$ cat config.mk
export PLATFORM = sky130hd
export DESIGN_NAME = activity_monitor
export DESIGN_NICKNAME = d
export VERILOG_FILES = /design/src/rtl/act_pkg.sv /design/src/rtl/act_edge_count.sv /design/src/rtl/activity_monitor.sv
export SDC_FILE = /design/constraint.sdc
export NUM_CORES = 1
export LEC_CHECK = 0
export ABC_AREA = 1
export BUFFER_PORTS_ARGS = -buffer_cell sky130_fd_sc_hd__buf_2
export CAP_MARGIN = 30
export CORE_ASPECT_RATIO = 0.6
export CORE_UTILIZATION = 60
export CTS_BUF_LIST = sky130_fd_sc_hd__clkbuf_4 sky130_fd_sc_hd__clkbuf_8
export DETAILED_ROUTE_END_ITERATION = 8
export MAX_ROUTING_LAYER = met4
export PLACE_DENSITY = 0.82
export SYNTH_ARGS = -nofsm -noshare
export SYNTH_HDL_FRONTEND = slang
export SYNTH_SLANG_ARGS = --single-unit
export TNS_END_PERCENT = 100
$ cat constraint.sdc
create_clock -name clk -period 8.8 [get_ports clk]
set_input_delay 0.44 -clock clk [delete_from_list [all_inputs] [get_ports clk]]
set_output_delay 0.44 -clock clk [all_outputs]
set_load 0.005 [all_outputs]
$ cat src/rtl/act_pkg.sv
// act_pkg: shared state type, default sizes and saturating add for the
// switching-activity monitor (optional 1->0 counting via ACT_FALL_EN).
package act_pkg;

    typedef enum logic [1:0] {
        IDLE,
        MEASURE,
        REPORT
    } act_state_t;

    localparam int ACT_N_NETS = 8;
    localparam int ACT_CNT_W  = 16;
    localparam int ACT_WIN_W  = 8;

    // Clamp acc+inc to maxv; counters up to 31 bits wide.
    function automatic logic [31:0] sat_add(
        input logic [31:0] acc,
        input logic [31:0] inc,
        input logic [31:0] maxv
    );
        logic [32:0] sum;
        sum = {1'b0, acc} + {1'b0, inc};
        return (sum > {1'b0, maxv}) ? maxv : sum[31:0];
    endfunction

endpackage

$ cat src/rtl/act_edge_count.sv
// act_edge_count: per-cycle transition popcount between two net samples.
// Counts 0->1 only, or all toggles when ACT_FALL_EN is defined.
module act_edge_count
    import act_pkg::*;
#(
    parameter int N_NETS = ACT_N_NETS,
    parameter int PC_W   = $clog2(N_NETS + 1)
) (
    input  logic [N_NETS-1:0] nets,
    input  logic [N_NETS-1:0] prev,
    output logic [PC_W-1:0]   count
);

    logic [N_NETS-1:0] edges;

`ifdef ACT_FALL_EN
    assign edges = nets ^ prev;
`else
    assign edges = nets & ~prev;
`endif

    // An X bit fails the if test, so unknown nets count as no transition.
    always_comb begin
        count = '0;
        for (int i = 0; i < N_NETS; i++) begin
            if (edges[i]) count = count + PC_W'(1);
        end
    end

endmodule

$ cat src/rtl/activity_monitor.sv
// activity_monitor: counts net transitions over a programmable window and
// reports a saturating total via valid/ready. Build option: ACT_FALL_EN.
module activity_monitor
    import act_pkg::*;
#(
    parameter int N_NETS = ACT_N_NETS,
    parameter int CNT_W  = ACT_CNT_W,
    parameter int WIN_W  = ACT_WIN_W
) (
    input  logic              clk,
    input  logic              reset_L,
    input  logic              enable,
    input  logic [N_NETS-1:0] nets,
    input  logic [WIN_W-1:0]  win_len,
    input  logic              rpt_ready,
    output logic              rpt_valid,
    output logic [CNT_W-1:0]  rpt_count,
    output logic              rpt_overflow,
    output logic              busy
);

    localparam int PC_W = $clog2(N_NETS + 1);
    localparam logic [31:0] CNT_MAX =
        32'((33'd1 << CNT_W) - 33'd1);

    act_state_t        state_q, state_d;
    logic [N_NETS-1:0] prev_q, prev_d;
    logic [CNT_W-1:0]  acc_q, acc_d;
    logic              ovf_q, ovf_d;
    logic [WIN_W-1:0]  remain_q, remain_d;
    logic [CNT_W-1:0]  cnt_q, cnt_d;
    logic              rovf_q, rovf_d;

    logic [PC_W-1:0]   edges;
    logic [CNT_W:0]    sum;
    logic [CNT_W-1:0]  acc_nxt;
    logic              ovf_nxt;

    act_edge_count #(
        .N_NETS (N_NETS),
        .PC_W   (PC_W)
    ) u_edge (
        .nets   (nets),
        .prev   (prev_q),
        .count  (edges)
    );

    assign sum     = {1'b0, acc_q} + (CNT_W+1)'(edges);
    assign ovf_nxt = ovf_q | (sum > {1'b0, {CNT_W{1'b1}}});
    assign acc_nxt = CNT_W'(sat_add(32'(acc_q), 32'(edges), CNT_MAX));

    always_comb begin
        state_d  = state_q;
        prev_d   = prev_q;
        acc_d    = acc_q;
        ovf_d    = ovf_q;
        remain_d = remain_q;
        cnt_d    = cnt_q;
        rovf_d   = rovf_q;
        unique case (state_q)
            IDLE: begin
                if (enable && win_len != '0) begin
                    state_d  = MEASURE;
                    prev_d   = nets;
                    acc_d    = '0;
                    ovf_d    = 1'b0;
                    remain_d = win_len;
                end
            end
            MEASURE: begin
                if (!enable) begin
                    state_d = IDLE;
                end else begin
                    acc_d    = acc_nxt;
                    ovf_d    = ovf_nxt;
                    prev_d   = nets;
                    remain_d = remain_q - WIN_W'(1);
                    if (remain_q == WIN_W'(1)) begin
                        state_d = REPORT;
                        cnt_d   = acc_nxt;
                        rovf_d  = ovf_nxt;
                    end
                end
            end
            REPORT: begin
                if (rpt_ready) begin
                    if (enable && win_len != '0) begin
                        state_d  = MEASURE;
                        prev_d   = nets;
                        acc_d    = '0;
                        ovf_d    = 1'b0;
                        remain_d = win_len;
                    end else begin
                        state_d = IDLE;
                    end
                end
            end
            default: state_d = IDLE;
        endcase
    end

    always_ff @(posedge clk) begin
        if (!reset_L) begin
            state_q  <= IDLE;
            prev_q   <= '0;
            acc_q    <= '0;
            ovf_q    <= 1'b0;
            remain_q <= '0;
            cnt_q    <= '0;
            rovf_q   <= 1'b0;
        end else begin
            state_q  <= state_d;
            prev_q   <= prev_d;
            acc_q    <= acc_d;
            ovf_q    <= ovf_d;
            remain_q <= remain_d;
            cnt_q    <= cnt_d;
            rovf_q   <= rovf_d;
        end
    end

    assign rpt_valid    = (state_q == REPORT);
    assign busy         = (state_q != IDLE);
    assign rpt_count    = cnt_q;
    assign rpt_overflow = rovf_q;

endmodule

==> results of run 1 <==
==> worst min-delay path by stage <==
stage / slack [ps] / to / from
floorplan: 440 / acc_q[2] / acc_q[2]
global placement: 460 / acc_q[3] / acc_q[3]
detailed placement: 460 / acc_q[3] / acc_q[3]
CTS: 370 / prev_q[5] / nets[5]
global route: 390 / prev_q[1] / nets[1]
finish: 380 / prev_q[5] / nets[5]
==> report_power, final <==
group / total [mW] / switching (mW) / internal, mW
clock network: 0.139 / 0.0820 / 0.0566
registers: 0.256 / 0.00827 / 0.247
logic: 0.181 / 0.120 / 0.0612
total: 0.576 / 0.210 / 0.365
==> area by class of cell <==
| type | instances | area (um^2) | share of cell area [%] |
|---|---|---|---|
| Clock buffer | 5 | 68.82 | 1.915 |
| Inverter | 97 | 366.6 | 10.20 |
| Tap cell | 66 | 82.58 | 2.298 |
| Multi-Input combinational cell | 357 | 1795 | 49.97 |
| Timing Repair Buffer | 39 | 217.7 | 6.058 |
| Clock inverter | 3 | 21.27 | 0.5919 |
| Sequential cell | 52 | 1041 | 28.97 |
==> sequential cells by signal, summed over array words and instances, names as in the netlist <==
signal / cells
ovf_q: 1
prev_q: 8
rpt_overflow: 1
acc_q: 16
state_q: 2
remain_q: 8
rpt_count: 16
==> worst register-to-register path, delay by kind of cell (launching register included) <==
family          cells  cell delay, ps
compound gates      4             760
fa+ha+maj           5            1560
buf+inv             3             200
flops               1             330
simple gates       18            2290
==> through the flow <==
| stage | hold WS, ps | worst slack (ps) | std cells | total power [mW] | cell area, um^2 |
|---|---|---|---|---|---|
| 6_report | 379.8 | 3582 | 619 | 0.5756 | 3593 |
| 5_1_grt | 389.6 | 2960 | 619 | 0.6172 | 3593 |
| 4_1_cts | 367.3 | 3657 | 619 | 0.5766 | 3593 |
| 3_5_place_dp | 461.2 | 3501 | 611 | 0.4390 | 3503 |
| 3_3_place_gp | 456.9 | 3727 | 610 | 0.4321 | 3476 |
| 2_1_floorplan | 444.3 | 4217 | 520 | 0.3983 | 3286 |
==> layout by cell type (no fill, tap or decap), drive strengths merged <==
cell type and count:
nand4 6, ha 11, fa 1, clkinv 1, xor2 7, a21oi 54
o22ai 1, nor3b 1, nand2 128, clkbuf 5, or2 4, o21ai 47
nor2 42, a22oi 1, nand3b 1, o21bai 1, dfxtp 52, a31oi 2
and3 1, o21a 1, nand3 35, a221oi 1, buf 39, nor4 3
xnor2 3, inv 98, clkinvlp 1, nor3 6
==> cell families (layout without fill, tap and decap cells) <==
family / Yosys count / count (layout) / synth area share [%]
flops: 52 / 52 / 31.68
simple gates: 227 / 227 / 30.05
buf+inv: 111 / 144 / 13.67
xor+xnor: 10 / 10 / 2.666
fa+ha+maj: 12 / 12 / 4.798
compound gates: 108 / 108 / 17.14
==> metal layers <==
layer | share of wire, % | GRT usage (%) | vias to the layer above
met3 | 7.5 | 4.599 | 10
met1 | 55 | 44.49 | 1441
met2 | 37 | 37.36 | 123
li1 | - | - | 1714
met5 | 0 | - | -
met4 | 0.94 | 6.723 | 0
==> impl_metrics.csv, run 1 <==
group,metric,value,unit
clocking,cts-root-buf,"clkbuf_8",
power_and_ir_drop,vdd_drop_max,0.08489,mV
power_and_ir_drop,power.density,160.2,nW/um^2
clocking,clockBufferDepth,2,
timing,min_period,5218,ps
place,gp_congestion,0.9441,
finish,nFillCells,436,
clocking,htree_levels,2,
critical_path,cp.required,9040,ps
clocking,clock-sinks,52,
critical_path,crit_end,"acc_q[10]",
critical_path,r2r_start,"prev_q[1]",
timing,tightest_slew,905.1,ps
floorplan,num_rows,20,
global_routing,grt_max_degree,38,
yosys,synth_cell_types,39,
yosys,syn-cell-area,3286,um^2
critical_path,critical-path-top-delay-family,"simple AND/OR/NAND/NOR gates",
run_status,status,"finished clean",
floorplan,coreArea,5155,um^2
yosys,syn_avg_cell_area,6.319,um^2
critical_path,critPathSlowestCell,"fa_1",
finish,syn2layout_area_growth,9.368,%
global_routing,grt_antenna_before_repair,0,
critical_path,reg2reg_to,"acc_q[10]",
hold_path,min_path_cells,3,
clocking,path_clk_slew,100,ps
clocking,hold_buffers,0,
global_routing,grt_pass1_wl,12740,um
place,port_buffers,38,
global_routing,overflow,0,
finish,n_antenna_cell,0,
yosys,synth.area.top_cells,"dfxtp_1 32%, nand2_1 15%, inv_1 11%",
critical_path,reg2reg_slack,3580,ps
critical_path,path_class,"reg2reg",
yosys,synth.largest_area_cell,"dfxtp_1",
route,vias,3288,
critical_path,end_kind,"flop",
route,drcViolationCount,0,
critical_path,cpPeakStageDelay,470,ps
finish,drive_gt1_share,11.39,%
hold_path,hold_class,"in2reg",
clocking,cts_buffers,5,
global_routing,grtUsageTotal,28.54,%
critical_path,crit_path_frequent_cell,"nand2_1",
floorplan,pin_count,39,
critical_path,crit_arrival,5460,ps
place,dp.final_hpwl,5802,um
timing,tns,0,ps
yosys,synth_sequential_area_ratio,31.68,%
yosys,synth_cells,520,
floorplan,die_height,59.32,um
timing,clock.fmax,191.6,MHz
yosys,synth.most_common_cell,"nand2_1",
yosys,synth_fp_nets,552,
clocking,cts_tree,"built",
route,first_pass_iters,5,
yosys,synth_edf_count,0,
yosys,synth_common_cells,"127 x nand2_1, 93 x inv_1, 53 x a21oi_1",
route,wl_per_cell,12.32,um
clocking,cts_resized,0,
critical_path,cp-startpoint,"prev_q[1]",
timing,period_share,59.30,%
timing,finalClockSkew,10.34,ps
yosys,yosysWarningCount,0,
critical_path,crit_cells,30,
critical_path,worstPathBufferInverterCount,3,
timing,slew_headroom,39.66,%
floorplan,die_width,97.54,um
timing,rsz0062_at_grt,"no",
route,drtIter0Drc,291,
yosys,ys_dominant_reg_cell,"dfxtp_1",
yosys,yosysTopAreaCellShare,31.68,%
route,via_per_inst,5.312,
finish,final_core_util,69.71,%
critical_path,reg2reg_depth,30,
route,wl,7625,um
job,maxCapViolCount,0,
timing,finalHoldViolCount,0,
critical_path,critPathLaunchType,"flop",
timing,slew_viol_final,0,
yosys,async_flop_share,0,%
power_and_ir_drop,p_leak,1.843,nW
critical_path,critPathMaxFanout,17,
yosys,ys_ff_latch,52,
timing,setup_violations,0,
route,ant_nets,0,
floorplan,die_area,5786,um^2
finish,final_nets,584,
clocking,worstSkewPairLatency,310,ps
floorplan,initial_core_util,63.74,%
clocking,post-cts-setup-buffers,0,
global_routing,grt_pass1_vias,2740,
Note: power is estimated with default switching activity, not from simulation.
==> run 2: changes to the inputs <==
- ABC_AREA: 1 -> 0
- clock period: 8.8 -> 4.9 ns (I/O delays scaled with it)
==> run 2 against run 1 <==
The flow now finishes with violations (negative setup slack). Register-to-register slack worse by 4200 ps. Sequential cell count did not move. Synthesized cell count down 16%. Non-clock buffer count up 50. Sequential share of layout area shrank 5.5 points. Sequential power grew 74%. Cell area up 24%. Clock power increased by 120%.
==> impl_metrics.csv, run 2 <==
group,metric,value,unit
power_and_ir_drop,p_comb_share,40.2,%
clocking,path_clk_slew,100,ps
route,vias,3863,
run_status,status,"finished with violations",
yosys,async_flop_share,0,%
yosys,synth.most_common_cell,"dfxtp_1",
yosys,synth_cell_types,61,
yosys,synth.largest_area_cell,"dfxtp_1",
clocking,cts_tree,"built",
finish,drive_gt1_share,34.71,%
clocking,htree_levels,2,
timing,min_period,5527,ps
yosys,synth_mux_area_share,4.823,%
yosys,synth.area.top_cells,"dfxtp_1 31%, a21oi_1 5.7%, o21ai_0 5.6%",
route,drcViolationCount,0,
finish,final_area,4443,um^2
yosys,synth-adder-area-share,4.639,%
timing,slew_headroom,33.20,%
route,first_pass_iters,7,
timing,tns,-15410,ps
power_and_ir_drop,p_switching,0.4317,mW
run_status,violations,"negative setup slack",
power_and_ir_drop,pwr-share-clk,24.5,%
critical_path,cp.required,5120,ps
route,via_per_inst,6.707,
timing,layout_setup_ws,-627.2,ps
critical_path,critPathMaxFanout,4,
yosys,synth_fp_nets,470,
timing,hold_ws,210.6,ps
timing,rsz0062_at_grt,"yes",
global_routing,grtUsageTotal,34.62,%
place,placed_area,3914,um^2
global_routing,grt_max_degree,42,
yosys,syn_avg_cell_area,7.759,um^2
route,wl,11880,um
power_and_ir_drop,vdd_drop_max,0.1934,mV
route,drtIter0Drc,499,
clocking,cts_buffers,5,
global_routing,overflow,0,
yosys,yosysTopAreaCellShare,30.63,%
global_routing,grt_pass1_wl,15560,um
power_and_ir_drop,p_int,0.8309,mW
yosys,synth_compound_area_share,22.35,%
yosys,ys_dominant_reg_cell,"dfxtp_1",
clocking,clock-sinks,52,
clocking,worstSkewPairLatency,320,ps
clocking,cts-root-buf,"clkbuf_8",
power_and_ir_drop,seqPwrFrac,35.3,%
timing,finalClockSkew,5.561,ps
finish,nFillCells,279,
floorplan,die_width,99.16,um
floorplan,coreArea,5255,um^2
yosys,synth-xor-area-share,6.406,%
critical_path,crit_arrival,5750,ps
power_and_ir_drop,power.density,284.2,nW/um^2
floorplan,die_area,5979,um^2
timing,finalHoldViolCount,0,
yosys,ys_ff_latch,52,
place,port_buffers,38,
critical_path,critPathLaunchType,"flop",
clocking,clockBufferDepth,2,
yosys,synth_top_family_by_area,"simple AND/OR/NAND/NOR gates",
timing,clock.fmax,180.9,MHz
finish,syn2layout_area_growth,30.74,%
yosys,synth_edf_count,0,
global_routing,grt_pass1_vias,3128,
yosys,synth_sequential_area_ratio,30.63,%
global_routing,grt_antenna_before_repair,0,
floorplan,pin_count,39,
finish,layout_commonest_cell,"dfxtp_1",
power_and_ir_drop,switching_share,34.19,%
yosys,yosysWarningCount,0,
finish,layout_common_cells,"50 x dfxtp_1, 45 x buf_4, 44 x nor2_1",
yosys,synth_cells,438,
floorplan,die_height,60.30,um
place,gp_congestion,0.8766,
timing,period_share,112.8,%
timing,tightest_slew,1001,ps
route,ant_nets,0,
yosys,synth_simple_gate_area_share,25.85,%
job,maxCapViolCount,0,
route,wl_per_cell,20.63,um
yosys,syn-cell-area,3398,um^2
yosys,synth_common_cells,"52 x dfxtp_1, 48 x nor2_1, 39 x a21oi_1",
finish,n_antenna_cell,0,
power_and_ir_drop,p_leak,1.779,nW
critical_path,end_kind,"flop",
timing,slew_viol_final,0,
place,dp.final_hpwl,6674,um
floorplan,num_rows,20,
hold_path,hold_class,"in2reg",
critical_path,cpPeakStageDelay,360,ps
finish,final_nets,541,
critical_path,critPathSlowestCell,"dfxtp_2",
critical_path,path_class,"reg2reg",
floorplan,initial_core_util,64.67,%
timing,setup_violations,34,
run 2: changes by cell type after synthesis, sizes merged, moves of 6 or more:
| cell | change |
|---|---|
| a211oi | +6 |
| a21oi | -15 |
| mux2i | +13 |
| clkbuf | +14 |
| o21ai | -9 |
| inv | -78 |
| nor2 | +8 |
| nor2b | +12 |
| nand3 | -28 |
| nand2 | -93 |
| xnor2 | +12 |
| nor3 | +18 |
| nand2b | +8 |
run 2: path summary, 6_finish.rpt:
check / cells after the start / endpoint / slack, ps / start
worst max register to register: 28 / acc_q[0] / -630 / prev_q[0]
worst min register to register: 2 / rpt_count[14] / 490 / rpt_count[14]
worst min-delay path: 3 / prev_q[5] / 210 / nets[5]
worst max-delay path: 28 / acc_q[0] / -630 / prev_q[0]
run 2: cell families after synthesis:
logic type               after synthesis
adder cells (fa/ha/maj)               12
buffers and inverters                 44
multiplexers                          16
XOR/XNOR                              21
AO/OA/AOI/OAI                        122
flip-flops                            52
AND/OR/NAND/NOR                      171
run 2: layer usage:
layer,wire (um),track usage (%)
met1,4911,46.77
met2,5048,52.55
met3,1378,8.187
met4,541,8.403
met5,0,-
run 2: power by group through the flow:
stage	clock [mW]	combinational, mW	sequential (mW)
floorplan	0	0.272	0.451
CTS	0.298	0.439	0.444
finish	0.309	0.508	0.445
detailed placement	0	0.390	0.453
global route	0.324	0.526	0.447
global placement	0	0.377	0.453
run 2: layout make-up:
class / instances / area, um^2 / share of cell area [%]
clock buffer: 6 / 76.32 / 1.718
timing repair buffer: 89 / 595.6 / 13.40
inverter: 19 / 71.32 / 1.605
sequential: 52 / 1044 / 23.49
multi-input combinational: 342 / 2539 / 57.14
clock inverter: 2 / 35.03 / 0.7885
tap: 66 / 82.58 / 1.859
run 2: critical path: cells and delay by family, from the launching register on:
family | cells | cell delay [ps]
adders and majority gates | 5 | 1340
and+or+nand+nor | 8 | 1280
AOI/OAI and AO/OA | 7 | 1240
xor gates and xnor gates | 4 | 580
DFF | 1 | 360
buffers and inverters | 3 | 320
muxes | 1 | 300
run 2: per-stage QoR:
stage	setup slack (ps)	total power, mW	std cells	util [%]
floorplan	-76.55	0.7225	438	-
global placement	-140.2	0.8301	553	74.48
detailed placement	-281.4	0.8436	553	74.48
CTS	-117.1	1.180	566	79.60
global route	-702.5	1.297	576	84.55
finish	-627.2	1.263	576	84.55
run 2: repair_timing:
item,4_1_cts,5_1_grt
pin swaps,8,19
resized for setup,23,46
gates cloned,0,0
setup endpoints to repair,34,34
endpoints found under the hold margin,0,0
hold buffers,0,0
setup buffers,5,10
==> run 3: changes to the inputs <==
- CTS_BUF_LIST: sky130_fd_sc_hd__clkbuf_4 sky130_fd_sc_hd__clkbuf_8 -> sky130_fd_sc_hd__clkbuf_8
==> run 3 against run 2 <==
The flow finishes with violations (design-rule violations, negative setup slack). Combinational power is 2% higher. Wire length rose by 2.1%. Register-to-register slack got worse by 180 ps. Sequential power is essentially flat. Largest cell class unchanged. Sequential share of layout area barely moved. Global-route usage unchanged. Count of clock-buffer cells in the layout decreased by 1. Critical path depth unchanged. Cell area hardly changed. Clock power decreased by 2%. Worst hold slack better by 3.2 ps.
==> impl_metrics.csv, run 3 (synthesis results as in run 2) <==
group,metric,value,unit
run_status,status,"finished with violations",
run_status,violations,"design-rule violations, negative setup slack",
global_routing,grt-busiest-layer,"met2",
floorplan,pin_count,39,
clocking,path_clk_slew,100,ps
power_and_ir_drop,vdd_drop_max,0.1960,mV
global_routing,met3_usage,8.187,%
finish,final_nets,541,
critical_path,end_kind,"flop",
hold_path,hold_class,"in2reg",
critical_path,reg2reg_slack,-810,ps
critical_path,cp-startpoint,"prev_q[0]",
critical_path,cp.required,5110,ps
route,wl_per_cell,21.07,um
global_routing,grt_pass1_wl,15570,um
timing,finalClockSkew,13.11,ps
clocking,cts_buffers,5,
place,gp_congestion,0.8766,
floorplan,die_height,60.30,um
power_and_ir_drop,power.density,285.7,nW/um^2
clocking,htree_levels,2,
route,wl,12140,um
timing,clock.fmax,175.2,MHz
timing,min_period,5707,ps
finish,n_antenna_cell,0,
clocking,clock-sinks,52,
floorplan,die_width,99.16,um
critical_path,cpPeakStageDelay,360,ps
place,placed_area,3914,um^2
route,drcViolationCount,40,
route,vias,3865,
global_routing,grt_pass1_vias,3131,
place,dp.final_hpwl,6674,um
global_routing,grt_antenna_before_repair,0,
global_routing,grtUsageTotal,34.62,%
floorplan,num_rows,20,
hold_path,min_from,"nets[5]",
critical_path,critPathLaunchType,"flop",
floorplan,coreArea,5255,um^2
global_routing,grt_max_degree,42,
timing,rsz0062_at_grt,"yes",
finish,layout_commonest_cell,"dfxtp_1",
job,maxCapViolCount,0,
global_routing,overflow,0,
critical_path,critPathMaxFanout,4,
timing,period_share,116.5,%
route,via_per_inst,6.710,
finish,final_area,4439,um^2
timing,tns,-17620,ps
timing,slew_viol_final,0,
finish,syn2layout_area_growth,30.63,%
critical_path,reg2reg_to,"acc_q[0]",
finish,drive_gt1_share,34.51,%
critical_path,path_class,"reg2reg",
timing,finalHoldViolCount,0,
clocking,hold_buffers,0,
route,ant_nets,0,
clocking,clockBufferDepth,2,
global_routing,grtUsageMet1,46.77,%
timing,layout_setup_ws,-806.8,ps
timing,tightest_slew,1035,ps
route,drtIter0Drc,723,
critical_path,crit_end,"acc_q[0]",
timing,setup_violations,34,
clocking,cts_tree,"built",
global_routing,grt.met2_usage,52.55,%
floorplan,initial_core_util,64.67,%
clocking,cts-root-buf,"clkbuf_8",
critical_path,crit_arrival,5920,ps
timing,slew_headroom,30.92,%
power_and_ir_drop,p_leak,1.780,nW
critical_path,critPathSlowestCell,"dfxtp_2",
finish,layout_common_cells,"50 x dfxtp_1, 45 x buf_4, 44 x nor2_1",
floorplan,die_area,5979,um^2
clocking,worstSkewPairLatency,320,ps
place,port_buffers,38,
route,first_pass_iters,9,
critical_path,r2r_start,"prev_q[0]",
critical_path,reg2reg_depth,28,
run 3: cell types whose count changed in the layout (fill, tap and decap cells not counted):
cell,change
clkbuf_4,-1
inv_1,+1
run 3: worst min-delay path by stage:
| stage | endpoint | slack (ps) | depth (start not counted) |
|---|---|---|---|
| finish | prev_q[5] | 210 | 3 |
| global route | prev_q[5] | 220 | 3 |
| CTS | prev_q[5] | 210 | 3 |
| detailed placement | rpt_count[14] | 460 | 2 |
| global placement | acc_q[0] | 450 | 2 |
| floorplan | rpt_count[4] | 380 | 2 |
run 3: per-stage QoR:
| stage | util (%) | std cells | setup WS, ps | hold WS [ps] | power (mW) |
|---|---|---|---|---|---|
| CTS | 79.52 | 566 | -117.1 | 209.5 | 1.173 |
| global placement | 74.48 | 553 | -140.2 | 447.8 | 0.8301 |
| floorplan | - | 438 | -76.55 | 383.3 | 0.7225 |
| global route | 84.48 | 576 | -925.7 | 220.6 | 1.293 |
| detailed placement | 74.48 | 553 | -281.4 | 462.9 | 0.8436 |
| finish | 84.48 | 576 | -806.8 | 213.8 | 1.268 |
run 3: power by group:
part / switching, mW / total (mW) / internal [mW]
logic: 0.280 / 0.519 / 0.240
registers: 0.0115 / 0.445 / 0.434
clock network: 0.153 / 0.303 / 0.150
run 3: what timing repair did:
action | in CTS | in global routing
gates resized for setup | 23 | 46
endpoints found under the setup margin | 34 | 34
endpoints found under the hold margin | 0 | 0
buffers inserted | 5 | 10
pin swaps | 8 | 19
run 3: final cells by class:
cell class,instances,area [um^2]
Clock inverter,3,38.79
Sequential cell,52,1044
Multi-Input combinational cell,342,2539
Fill cell,282,815.8
Clock buffer,5,68.82
Tap cell,66,82.58
Timing Repair Buffer,89,595.6
Inverter,19,71.32
run 3: routing by layer:
| layer | share of wire, % | up-vias | routed length, um |
|---|---|---|---|
| met3 | 12 | 85 | 1499 |
| li1 | - | 1701 | - |
| met5 | 0 | - | 0 |
| met2 | 43 | 310 | 5182 |
| met4 | 4.5 | 0 | 551 |
| met1 | 40 | 1769 | 4903 |
run 3: worst max-delay path, delay by kind of cell (launching register included):
kind            cells  cell delay (ps)
buf+inv             3              320
flops               1              360
compound gates      7             1370
fa+ha+maj           5             1330
simple gates        8             1330
mux                 1              320
xor+xnor            4              580
